`src/rtl/pipe_pkg.sv`:
```
// -----------------------------------------------------------------------------
// pipe_pkg
// Shared definitions for the fetch buffer and its prefetch FIFO:
//   - BUBBLE_WORD  : instruction value handed to decode for an empty slot
//   - PC_INCREMENT : byte distance between sequential instructions
//   - entry_t      : one FIFO entry, an instruction tagged with its PC
//   - fetch_state_t: states of the instruction-memory request FSM
// -----------------------------------------------------------------------------
package pipe_pkg;

  localparam logic [31:0] BUBBLE_WORD  = ~32'b0;
  localparam int          PC_INCREMENT = 4;

  typedef struct packed {
    logic [31:0] instruction;
    logic [31:0] programCounter;
  } entry_t;

  // IDLE    : no request outstanding (FIFO full or PC misaligned)
  // REQUEST : request presented to memory, waiting for busy to drop
  // DISCARD : request made stale by a redirect, draining without a push
  typedef enum logic [1:0] {
    IDLE,
    REQUEST,
    DISCARD
  } fetch_state_t;

endpackage

```
`src/rtl/fetch_fifo.sv`:
```
// -----------------------------------------------------------------------------
// fetch_fifo
// Small synchronous FIFO holding prefetched instructions.
// Ports:
//   clk, rst        clock, asynchronous active-high reset
//   push, push_data write one entry (ignored when full or flushing)
//   pop             drop the head entry (ignored when empty or flushing)
//   flush           empty the FIFO; wins over push and pop
//   head            current head entry (valid when !empty)
//   level           number of stored entries
//   full, empty     occupancy flags
// -----------------------------------------------------------------------------
module fetch_fifo #(
  parameter int DEPTH = 2,
  parameter int WIDTH = 64
) (
  input  logic                   clk,
  input  logic                   rst,
  input  logic                   push,
  input  logic [WIDTH-1:0]       push_data,
  input  logic                   pop,
  input  logic                   flush,
  output logic [WIDTH-1:0]       head,
  output logic [$clog2(DEPTH):0] level,
  output logic                   full,
  output logic                   empty
);

  localparam int PTR_WIDTH   = (DEPTH > 1) ? $clog2(DEPTH) : 1;
  localparam int LEVEL_WIDTH = $clog2(DEPTH) + 1;
  localparam logic [LEVEL_WIDTH-1:0] FULL_LEVEL = LEVEL_WIDTH'(DEPTH);

  logic [WIDTH-1:0]     mem [DEPTH];
  logic [PTR_WIDTH-1:0] rd_ptr;
  logic [PTR_WIDTH-1:0] wr_ptr;
  logic                 do_push;
  logic                 do_pop;

  // DEPTH is a power of two, so pointers wrap naturally; a single entry
  // always stays at slot zero.
  function automatic logic [PTR_WIDTH-1:0] advance(input logic [PTR_WIDTH-1:0] ptr);
    return (DEPTH == 1) ? '0 : ptr + PTR_WIDTH'(1);
  endfunction

  assign full    = (level == FULL_LEVEL);
  assign empty   = (level == '0);
  assign do_push = push && !flush && !full;
  assign do_pop  = pop && !flush && !empty;
  assign head    = mem[rd_ptr];

  always_ff @(posedge clk) begin
    if (do_push) begin
      mem[wr_ptr] <= push_data;
    end
  end

  always_ff @(posedge clk or posedge rst) begin
    if (rst) begin
      rd_ptr <= '0;
      wr_ptr <= '0;
      level  <= '0;
    end else if (flush) begin
      rd_ptr <= '0;
      wr_ptr <= '0;
      level  <= '0;
    end else begin
      if (do_push) wr_ptr <= advance(wr_ptr);
      if (do_pop)  rd_ptr <= advance(rd_ptr);
      case ({do_push, do_pop})
        2'b10:   level <= level + LEVEL_WIDTH'(1);
        2'b01:   level <= level - LEVEL_WIDTH'(1);
        default: level <= level;
      endcase
    end
  end

endmodule

```
`src/rtl/pipe_fetch_buffer.sv`:
```
// -----------------------------------------------------------------------------
// pipe_fetch_buffer
// Prefetching fetch stage: fetches sequentially into a DEPTH-entry FIFO and
// hands one instruction per pipeline step to decode. Redirects flush the FIFO
// and retarget fetching; a request still busy at redirect time is drained and
// its data thrown away.
// Ports:
//   clk, rst                    clock, asynchronous active-high reset
//   stepPipe, pipeStall         advance strobe and downstream stall
//   redirect, redirectAddress   control-flow change and its target
//   lastInstruction/ProgramCounter  instruction delivered to decode
//   currentPipeStall            last step delivered a bubble
//   addressMisaligned           sticky flag for a misaligned redirect
//   bufferLevel                 FIFO occupancy
//   fetchAddress, fetchEnable   memory request
//   fetchBusy, fetchData        memory response (valid on enable && !busy)
// -----------------------------------------------------------------------------
module pipe_fetch_buffer
  import pipe_pkg::*;
#(
  parameter int DEPTH             = 2,
  parameter int ADDRESS_WIDTH     = 32,
  parameter int INSTRUCTION_WIDTH = 32,
  parameter logic [ADDRESS_WIDTH-1:0]     PROGRAM_COUNTER_RESET = '0,
  parameter logic [INSTRUCTION_WIDTH-1:0] BUBBLE = INSTRUCTION_WIDTH'(BUBBLE_WORD)
) (
  input  logic                         clk,
  input  logic                         rst,
  input  logic                         stepPipe,
  input  logic                         pipeStall,
  input  logic                         redirect,
  input  logic [ADDRESS_WIDTH-1:0]     redirectAddress,
  output logic [INSTRUCTION_WIDTH-1:0] lastInstruction,
  output logic [ADDRESS_WIDTH-1:0]     lastProgramCounter,
  output logic                         currentPipeStall,
  output logic                         addressMisaligned,
  output logic [$clog2(DEPTH):0]       bufferLevel,
  output logic [ADDRESS_WIDTH-1:0]     fetchAddress,
  output logic                         fetchEnable,
  input  logic                         fetchBusy,
  input  logic [INSTRUCTION_WIDTH-1:0] fetchData
);

  localparam int ENTRY_WIDTH = INSTRUCTION_WIDTH + ADDRESS_WIDTH;
  localparam logic [ADDRESS_WIDTH-1:0] PC_STEP = ADDRESS_WIDTH'(PC_INCREMENT);

  fetch_state_t             state;
  logic [ADDRESS_WIDTH-1:0] fetch_pc;
  logic [ADDRESS_WIDTH-1:0] hold_addr;
  logic                     misaligned;
  logic [ENTRY_WIDTH-1:0]   head_entry;
  logic                     fifo_full;
  logic                     fifo_empty;
  logic                     completion;
  logic                     accept;
  logic                     step;
  logic                     pop;

  // An outstanding request keeps the enable up regardless of FIFO state, so
  // enable and address stay stable until memory completes. Reset drops the
  // request immediately without waiting for a clock.
  assign fetchEnable  = !rst && ((state != IDLE) || (!fifo_full && !misaligned));
  assign fetchAddress = (state == DISCARD) ? hold_addr : fetch_pc;
  assign completion   = fetchEnable && !fetchBusy;
  assign accept       = completion && (state != DISCARD) && !redirect;
  assign step         = stepPipe && !pipeStall && !redirect;
  assign pop          = step && !fifo_empty;

  assign addressMisaligned = misaligned;

  fetch_fifo #(
    .DEPTH (DEPTH),
    .WIDTH (ENTRY_WIDTH)
  ) u_fifo (
    .clk       (clk),
    .rst       (rst),
    .push      (accept),
    .push_data ({fetchData, fetch_pc}),
    .pop       (pop),
    .flush     (redirect),
    .head      (head_entry),
    .level     (bufferLevel),
    .full      (fifo_full),
    .empty     (fifo_empty)
  );

  // Request FSM. A redirect while memory is busy moves to DISCARD and parks
  // the old address in hold_addr so the bus stays stable; fetch_pc already
  // points at the new target, which is issued once the stale request drains.
  always_ff @(posedge clk or posedge rst) begin
    if (rst) begin
      state      <= IDLE;
      fetch_pc   <= PROGRAM_COUNTER_RESET;
      hold_addr  <= '0;
      misaligned <= 1'b0;
    end else begin
      if (redirect) begin
        fetch_pc   <= redirectAddress;
        misaligned <= |redirectAddress[1:0];
      end else if (accept) begin
        fetch_pc <= fetch_pc + PC_STEP;
      end

      if (fetchEnable && fetchBusy) begin
        if (redirect && (state != DISCARD)) begin
          hold_addr <= fetch_pc;
        end
        state <= (redirect || (state == DISCARD)) ? DISCARD : REQUEST;
      end else begin
        state <= IDLE;
      end
    end
  end

  // Decode-side outputs only move on a step; any step that cannot pop
  // (stall, redirect or empty FIFO) hands decode a bubble.
  always_ff @(posedge clk or posedge rst) begin
    if (rst) begin
      lastInstruction    <= BUBBLE;
      lastProgramCounter <= '0;
      currentPipeStall   <= 1'b1;
    end else if (pop) begin
      lastInstruction    <= head_entry[ENTRY_WIDTH-1 -: INSTRUCTION_WIDTH];
      lastProgramCounter <= head_entry[ADDRESS_WIDTH-1:0];
      currentPipeStall   <= 1'b0;
    end else if (stepPipe) begin
      lastInstruction  <= BUBBLE;
      currentPipeStall <= 1'b1;
    end
  end

endmodule

```
`config.mk`:
```
export PLATFORM = sky130hd
export DESIGN_NAME = pipe_fetch_buffer
export DESIGN_NICKNAME = d
export VERILOG_FILES = /design/src/rtl/pipe_pkg.sv /design/src/rtl/fetch_fifo.sv /design/src/rtl/pipe_fetch_buffer.sv
export SDC_FILE = /design/constraint.sdc
export NUM_CORES = 1
export LEC_CHECK = 0
export BUFFER_PORTS_ARGS = -buffer_cell sky130_fd_sc_hd__buf_4
export CAP_MARGIN = 10
export CORE_MARGIN = 2
export CORE_UTILIZATION = 45
export CTS_BUF_LIST = sky130_fd_sc_hd__clkbuf_4 sky130_fd_sc_hd__clkbuf_8
export DETAILED_ROUTE_END_ITERATION = 8
export PLACE_DENSITY = 0.68
export RECOVER_POWER = 25
export REMOVE_ABC_BUFFERS = 1
export SLEW_MARGIN = 30
export SYNTH_ARGS = -nofsm -noshare
export SYNTH_HDL_FRONTEND = slang
export SYNTH_SLANG_ARGS = --single-unit
```
`constraint.sdc`:
```
create_clock -name clk -period 6.06 [get_ports clk]
set_clock_uncertainty 0.2 [all_clocks]
set_input_delay 1.212 -clock clk [delete_from_list [all_inputs] [get_ports clk]]
set_output_delay 1.212 -clock clk [all_outputs]
set_load 0.1 [all_outputs]
```
Yosys cells after proc, flatten, opt, wreduce, memory -nomap -nowiden
Memory sizes are Yosys's and may differ from the RTL's.
Cells that the tools add are included.
{"block": "word_totals", "reg_bits": 136, "mem_bits_rw": 128, "out_inout_bits": 101, "n_memories": 1}
{"name": "u_fifo.mem", "words": 2, "word_bits": 64, "read_ports": 1, "rd_clocked_by_memory_dff": 0, "wr": 1, "line_no": "fetch_fifo.sv:33", "text": "logic [WIDTH-1:0] mem [DEPTH];"}
{"block": "op_classes", "n_addsub": 5, "eq_ne": 5, "n_mux": 17, "reduce_logical": 32}
{"operator": "32-bit 2-to-1 mux", "count": 5}
{"operator": "32-bit by 3-bit adder with 32-bit output, second input constant", "count": 1}
{"operator": "1-bit logical AND", "count": 14}
{"operator": "2-bit nonzero test", "count": 5}
{"operator": "1-bit 2-to-1 mux", "count": 8}
{"operator": "1-bit logical NOT", "count": 7}
{"operator": "2-bit equality test, second input constant", "count": 3}
{"operator": "2-bit 2-to-1 mux", "count": 3}
{"operator": "2-bit case mux with 2 select lines", "count": 1}
{"operator": "3-bit nonzero test", "count": 1}
{"operator": "1-bit adder, second input constant", "count": 2}
{"operator": "2-bit by 1-bit adder with 2-bit output, second input constant", "count": 1}
{"operator": "2-bit by 1-bit equality test with 1-bit output, second input constant", "count": 1}
{"operator": "2-bit logical NOT", "count": 1}
{"operator": "1-bit logical OR", "count": 2}
{"operator": "2-bit != test, second input constant", "count": 1}
{"operator": "2-bit AND reduction", "count": 1}
{"operator": "2-bit OR reduction", "count": 1}
{"operator": "2-bit by 1-bit subtractor with 2-bit output, second input constant", "count": 1}

Depth between registers and ports, before layout
Gate-level depths: netlist (run 1).
{"block": "depth", "word_depth": 13, "ltp_mapped": 7, "depth_no_buf": 5}

Hierarchy
Synthesis (run 1) repeated with hierarchy kept, for this count alone.
{"block": "hier_totals", "cells_unflattened": 770, "area_unflattened_um2": 10687.8}
{"mod": "pipe_fetch_buffer", "n_inst": 1, "cells_per_inst": 544, "area_per_inst_um2": 5851.9, "seq_area_each_um2": 3344.5}
{"mod": "fetch_fifo", "n_inst": 1, "cells_per_inst": 226, "area_per_inst_um2": 4835.9, "seq_area_each_um2": 3943.8}

Worst setup path after synthesis (run 1)
Ideal clock, no wire load.
{"block": "synth_path", "path_kind": "input -> register", "from": "input port rst", "to": "memory u_fifo.mem[0][0], enable pin", "setup_ns": 0.487, "t_arrival_ns": 7.974, "path_slack_ns": -2.600, "cell_stages": 4, "cell_sequence": "inv_1 -> o31a_1 -> nand2_1 -> nor2_1"}
{"block": "synth_between", "elab_chain_cells": 9}
{"item": "start: declaration", "line_no": "pipe_fetch_buffer.sv:28", "text": "input logic rst,"}
{"item": "1-bit logical NOT (no source line)"}
{"item": "1-bit logical AND", "line_no": "pipe_fetch_buffer.sv:62", "text": "assign fetchEnable = !rst && ((state != IDLE) || (!fifo_full && !misaligned));"}
{"item": "net fetchEnable", "line_no": "pipe_fetch_buffer.sv:39", "text": "output logic fetchEnable,"}
{"item": "1-bit logical AND", "line_no": "pipe_fetch_buffer.sv:64", "text": "assign completion = fetchEnable && !fetchBusy;"}
{"item": "1-bit logical AND (2 in a row)", "line_no": "pipe_fetch_buffer.sv:65", "text": "assign accept = completion && (state != DISCARD) && !redirect;"}
{"item": "1-bit logical AND (2 in a row)", "line_no": "fetch_fifo.sv:47", "text": "assign do_push = push && !flush && !full;"}
{"item": "1-bit 2-to-1 mux", "line_no": "fetch_fifo.sv:52", "text": "if (do_push) begin"}
{"item": "1-bit 2-to-1 mux (implied by the code)", "line_no": "fetch_fifo.sv:53", "text": "mem[wr_ptr] <= push_data;"}
{"item": "end: declaration", "line_no": "fetch_fifo.sv:33"}
The timed path passes the listed nets, and every way through them passes these cells.

Final worst setup path (run 1)
{"block": "layout_path", "from": "input port rst", "to": "output port fetchEnable"}
{"block": "layout_between", "elab_chain_cells": 2}
{"item": "1-bit logical NOT (no source line)"}
{"item": "1-bit logical AND", "line_no": "pipe_fetch_buffer.sv:62"}
{"item": "end: declaration", "line_no": "pipe_fetch_buffer.sv:39"}
Every way passes these cells.

==> results.md, run 1 <==
* Synth Area in Adders at 0.00118
* Final setup viols at 0
* Pwr/cell area at 384 nW/um^2
* Design Area, Final at 13100 sq um
* Seq pwr share at 0.437
* Reg clk slew, reported paths at 0.06 ns
* Number of port buffers at 170
* Synthesized cell area at 10600 sq um
* Max-slew violation count at 0
* Area occupied by multi-input gates at 3140 sq um
* Num Clock Sinks at 264
* Via count at 6663
* Max Used Layer: met4
* Remaining design rule violation count at 0
* Routed vias/inst at 5.08
* Horiz. Die Dim at 157 um
* CP Capture Type: output pin
* CP Cell Sequence: clkbuf_1 > inv_6 > o31a_1 > buf_4
* First-pass GRT wire length at 35100 um
* First-pass DRT Iterations at 4
* CP max-delay cell: inv_6
* Chip height at 157 um
* CP startpoint: rst
* Worst path max stage delay at 0.51 ns
* Starting density of the core at 0.455
* DR WL met2 at 10900 um
* Worst setup SP type: primary input
* TritonCTS clock tree: built
* Reg-to-Reg Start: state[1]
* Int Power at 3.29 mW
* Layout cells sized above 1 at 0.359
* Switching power at 1.76 mW
* Crit path buf inv count at 3
* Vias in the first global route at 6483
* Hold_buf cts at 0
* Synth Area in Compound Gates at 0.0618
* Fmax at 248 MHz
* Avg Inst Size Synth at 13.6 sq um
* Fin crit share at 0.664
* Row cnt at 56
* Core region area at 23300 sq um
* Detailed placer's ending HPWL at 14000 um
* Post-synthesis mux area share at 0.126
* Final GP Congestion at 0.778
* Register area at 7290 sq um
* Worst path arrival time at 2.61 ns
* CP top delay family: buffers and inverters
* Minimum clock period at 4.03 ns
* Root Driver: clkbuf_8
* Placed cell areas at 12200 sq um
* Critical path type: in -> out
* Avg WL per Cell at 17.3 um
* DIE AREA at 24800 sq um
* Total GRT Usage at 0.184
* Met3 wire length at 1330 um
* Clk buf depth at 3
* ANT cells at 0
* Worst Path Required at 4.65 ns
* Async set-reset flop share out of synthesis at 0.515
* Unrepaired setup endpoints after global routing: false
* Largest net degree at the start of global routing at 70
* Metal-1 WL at 10000 um
* Yosys reg bits at 264
* Post-CTS setup buffers at 0
* Relative slew margins at 0.427
* Initial DRC count at 460
* Cell count after synthesis at 777
* Combinational power share at 0.251
* LEAKAGE at 5.05 nW
* Post_cts resized at 0
* Antenna violations before repair at 0
* Xor/xnor share of the synthesized area at 0.0124
* Worst slew pin tran at 0.860 ns
* Io pins at 171
* TritonCTS buffer count at 43
* Synth Area in Simple Gates at 0.0913
* Final Hold Vio Count at 0
* Status: completed
* Crit path max fanout at 69
* Fillers at 2000
* Clk_lat worst skew at 0.52 ns
* Post-DRT Antenna Nets at 0
* Total Wirelength at 22700 um
* Gr ovfl total at 0
* H-tree Lvls at 2
* Sequential fraction of the synthesis area at 0.689
* Final #Nets at 1029
* Synth Flop Type: edfxtp_1
* Worst hold slack at 0.288 ns
* Net Sw Frac at 0.348
* Hold_sp: lastInstruction[23]
* Synth warnings at 0
* Most common cell after layout, fill and taps aside: buf_4
* Most frequent cells in the layout: buf_4, edfxtp_1, dfrtp_1
* MaxCap Viol Count at 0
* Unique masters post-synth at 51
* Min-Delay Path Class: reg -> reg
* Clock power frac at 0.312
* Max IR drop VDD at 291 uV
* Largest family of logic cells by synthesized area: multiplexers
* Area grow syn2layout at 24.2%
* Post-synth EDFFs at 128
Yosys cell counts (3+ instances only):
| cell | count | share of area |
|---|---|---|
| mux2_2 | 61 | 0.065 |
| o21ai_0 | 23 | 0.011 |
| nor2b_1 | 4 | 0.0024 |
| dfrtp_1 | 103 | 0.24 |
| nor2_1 | 89 | 0.032 |
| nand2_1 | 40 | 0.014 |
| dfstp_2 | 33 | 0.082 |
| nand3_1 | 19 | 0.0090 |
| xor2_1 | 6 | 0.0050 |
| nand4_1 | 10 | 0.0059 |
| or4_1 | 7 | 0.0050 |
| o211ai_1 | 6 | 0.0043 |
| mux2i_1 | 65 | 0.061 |
| buf_1 | 8 | 0.0028 |
| edfxtp_1 | 128 | 0.36 |
| nor4_1 | 5 | 0.0030 |
| nor3_1 | 6 | 0.0028 |
| o31ai_1 | 3 | 0.0021 |
| inv_1 | 9 | 0.0032 |
| or3_1 | 3 | 0.0018 |
| clkbuf_1 | 30 | 0.011 |
| a21oi_1 | 67 | 0.032 |
| xnor2_1 | 9 | 0.0074 |
| a31oi_1 | 7 | 0.0041 |
cells by family after synthesis:
logic type / count (synthesis)
flip-flops: 264
AND/OR/NAND/NOR: 204
XOR/XNOR: 15
adder cells (fa/ha/maj): 1
AO/OA/AOI/OAI: 117
multiplexers: 126
buffers and inverters: 50
worst register-to-register path: stages, from the launching register on:
cell and delay (ns):
dfrtp_1 0.39, nor2b_4 0.21, buf_4 0.27, nor4_1 0.28
nand2_1 0.16, nor2_4 0.65, buf_12 0.36
state kept, by name, indices dropped and copies added (netlist names):
name                flops
addressMisaligned       1
currentPipeStall        1
fetch_pc               32
hold_addr              32
lastInstruction        32
lastProgramCounter     32
state                   2
u_fifo.level            2
u_fifo.mem            128
u_fifo.rd_ptr           1
u_fifo.wr_ptr           1
final cells by class:
cell class,count,area share
multi-input combinational,463,0.239
timing repair buffer,177,0.103
clock inverter,7,0.00238
inverter,9,0.00295
sequential,264,0.555
tap,319,0.0304
clock buffer,72,0.0673
stage by stage:
stage          utilization  setup TNS, ns  setup slack [ns]  cells  power [mW]
4_1_cts              0.564              0              2.05   1310        5.10
5_1_grt              0.565              0              1.88   1311        5.25
2_1_floorplan            -        -291.63             -2.60    736        3.21
3_3_place_gp         0.525              0              1.87   1231        3.50
6_report             0.565              0              2.03   1311        5.05
3_5_place_dp         0.525              0              1.80   1231        3.52
power by group through the flow:
stage	logic (mW)	registers [mW]	clock network, mW
5_1_grt	1.32	2.23	1.70
2_1_floorplan	0.423	2.79	0
3_5_place_dp	1.28	2.24	0
4_1_cts	1.28	2.21	1.62
3_3_place_gp	1.26	2.23	0
6_report	1.27	2.21	1.58
worst paths after layout:
path | depth (start not counted) | to | slack (ns)
worst max-delay path | 4 | fetchEnable | 2.03
worst min-delay path | 2 | lastInstruction[23] | 0.29
worst max register to register | 6 | u_fifo.mem[0][3] | 3.16
max in group asynchronous | 3 | lastProgramCounter[7] | 3.87
worst min register to register | 2 | lastInstruction[23] | 0.29
min in group asynchronous | 2 | addressMisaligned | 0.65
layer usage:
metal	GRT usage	up-vias
met5	0	-
met4	0.0571	0
met3	0.0350	30
met2	0.298	192
met1	0.254	3237
li1	-	3204
No activity file was read; power rests on OpenSTA's default activity.
==> inputs of run 2 (changes only) <==
--- a/config.mk
+++ b/config.mk
@@ -5,6 +5,7 @@
 export SDC_FILE = /design/constraint.sdc
 export NUM_CORES = 1
 export LEC_CHECK = 0
+export ABC_AREA = 1
 export BUFFER_PORTS_ARGS = -buffer_cell sky130_fd_sc_hd__buf_4
 export CAP_MARGIN = 10
 export CORE_MARGIN = 2
==> constraint.sdc (replaced) <==
create_clock -name clk -period 3.8 [get_ports clk]
set_clock_uncertainty 0.2 [all_clocks]
set_input_delay 0.76 -clock clk [delete_from_list [all_inputs] [get_ports clk]]
set_output_delay 0.76 -clock clk [all_outputs]
set_load 0.1 [all_outputs]
==> results.md, run 2 <==
* First-pass GRT wire length at 41800 um
* Final Hold Vio Count at 0
* Number of port buffers at 170
* Worst path arrival time at 2.24 ns
* Final setup margin at 0.597 ns
* Unrepaired setup endpoints after global routing: false
* Worst slew pin tran at 1.83 ns
* Row cnt at 57
* Detailed placer's ending HPWL at 17200 um
* Final setup viols at 0
* Unique masters post-synth at 40
* Failing checks: capacitance limit, slew limit
* Avg WL per Cell at 16.7 um
* Antenna violations before repair at 0
* Largest cells by area after synthesis: edfxtp_1, dfrtp_1, nand2_1, dfstp_2, a31oi_1
* Starting density of the core at 0.456
* Critical path type: reg -> out
* Most common cell after layout, fill and taps aside: nand2_1
* Max IR drop VDD at 459 uV
* Io pins at 171
* Root Driver: clkbuf_8
* Status: finished, violations left
* Worst setup SP type: flop
* Clk buf depth at 3
* Worst Path Required at 2.84 ns
* Top reg by flops: u_fifo.mem
* LEAKAGE at 5.49 nW
* Count leader, synth: nand2_1
* Min-Delay Path Class: in -> reg
* Via count at 8141
* CP Capture Type: output pin
* Num Clock Sinks at 264
* Sequential fraction of the synthesis area at 0.661
* Relative slew margins at -0.223
* Yosys reg bits at 264
* Core region area at 24200 sq um
* Routed vias/inst at 5.09
* Area occupied by multi-input gates at 3290 sq um
* Avg Inst Size Synth at 10.4 sq um
* DIE AREA at 25800 sq um
* Register area at 7290 sq um
* Post-DRT Antenna Nets at 0
* Layout cells sized above 1 at 0.254
* Synth Flop Type: edfxtp_1
* ANT cells at 0
* Fin crit share at 0.843
* Vias in the first global route at 7730
* Reg clk slew, reported paths at 0.06 ns
* MaxCap Viol Count at 1
* Max-slew violation count at 128
* Synth warnings at 0
* Placed cell areas at 12600 sq um
* Crit path max fanout at 55
* Final #Nets at 1310
* TritonCTS clock tree: built
* Fmax at 312 MHz
* Setup WS pre-CTS at 1.08 ns
* Post-CTS setup buffers at 0
* Initial DRC count at 681
* Horiz. Die Dim at 161 um
* Fillers at 2122
* Area grow syn2layout at 22.3%
* Total GRT Usage at 0.206
* Pwr/cell area at 736 nW/um^2
* Final GP Congestion at 0.924
* First-pass DRT Iterations at 5
* Area leader, netlist: edfxtp_1
* Cell count after synthesis at 1063
* H-tree Lvls at 2
* TritonCTS buffer count at 44
* Remaining design rule violation count at 0
* Chip height at 161 um
* Clk_lat worst skew at 0.57 ns
* Yosys top cell area share at 0.349
* Minimum clock period at 3.20 ns
* Design Area, Final at 13500 sq um
* Post-synth EDFFs at 128
* Synthesized cell area at 11000 sq um
* Largest net degree at the start of global routing at 128
* Total Wirelength at 26700 um
* Gr ovfl total at 0
* Largest register FFs at 128
* Async set-reset flop share out of synthesis at 0.515
* Most frequent cells in the layout: nand2_1, buf_4, edfxtp_1
* Synth cell count leaders: nand2_1, edfxtp_1, dfrtp_1
-- run 2: worst max-delay path, cell delays in order, from the launching register on --
cell	delay (ns)
dfrtp_1	0.39
inv_2	0.08
nand2_1	0.12
inv_1	0.27
buf_12	0.26
nand2_1	0.07
o21ai_0	0.12
buf_4	0.34
-- run 2: worst paths after layout --
path,slack [ns],from,to,cells past startpoint
worst max-delay path,0.60,state[0],fetchAddress[10],7
worst min-delay path,0.19,fetchData[5],u_fifo.mem[0][37],1
worst max register to register,0.77,u_fifo.level[1],lastProgramCounter[17],6
worst min register to register,0.25,fetch_pc[1],u_fifo.mem[0][1],0
max in group asynchronous,0.74,rst,u_fifo.rd_ptr,4
min in group asynchronous,0.51,rst,fetch_pc[3],3
-- run 2: per-stage QoR --
stage	utilization	power (mW)	std cells	hold WS (ns)	TNS (ns)
finish	0.558	9.92	1598	0.192	0
detailed placement	0.522	7.35	1516	0.261	0
floorplan	-	6.49	1013	0.242	-695.85
global placement	0.522	7.30	1516	0.248	0
global route	0.558	10.3	1598	0.160	0
CTS	0.562	10.0	1598	0.134	0
-- run 2: cells by family after synthesis --
kind of cell | Yosys count | share of synthesized area
buffers and inverters | 107 | 0.0411
AO/OA/AOI/OAI | 164 | 0.0865
flip-flops | 264 | 0.661
adder cells (fa/ha/maj) | 1 | 0.00113
AND/OR/NAND/NOR | 519 | 0.204
XOR/XNOR | 8 | 0.00635
-- run 2: routing by layer --
metal  GRT usage  vias to the layer above  wire [um]
li1            -                     3956          -
met1       0.294                     3856      12000
met2       0.324                      283      12500
met3      0.0359                       46       1600
met4      0.0688                        0        580
met5           0                        -          0
-- run 2: timing repair --
item | in CTS | in global routing
gates resized for setup | 0 | 0
hold endpoints to repair | 9 | 0
hold buffers | 1 | 0
-- run 2: power breakdown --
group | total (mW) | internal, mW | leakage [nW] | switching (mW)
logic | 3.43 | 0.689 | 2.24 | 2.74
clock network | 2.64 | 1.50 | 0.504 | 1.14
registers | 3.85 | 3.50 | 2.74 | 0.351
total | 9.92 | 5.69 | 5.49 | 4.23
-- run 2: final cells by class --
type,count,share of cell area
Timing Repair Buffer,180,0.0983
Clock buffer,64,0.0593
Inverter,57,0.0165
Sequential cell,264,0.541
Tap cell,324,0.0301
Multi-Input combinational cell,692,0.244
Clock inverter,17,0.0113
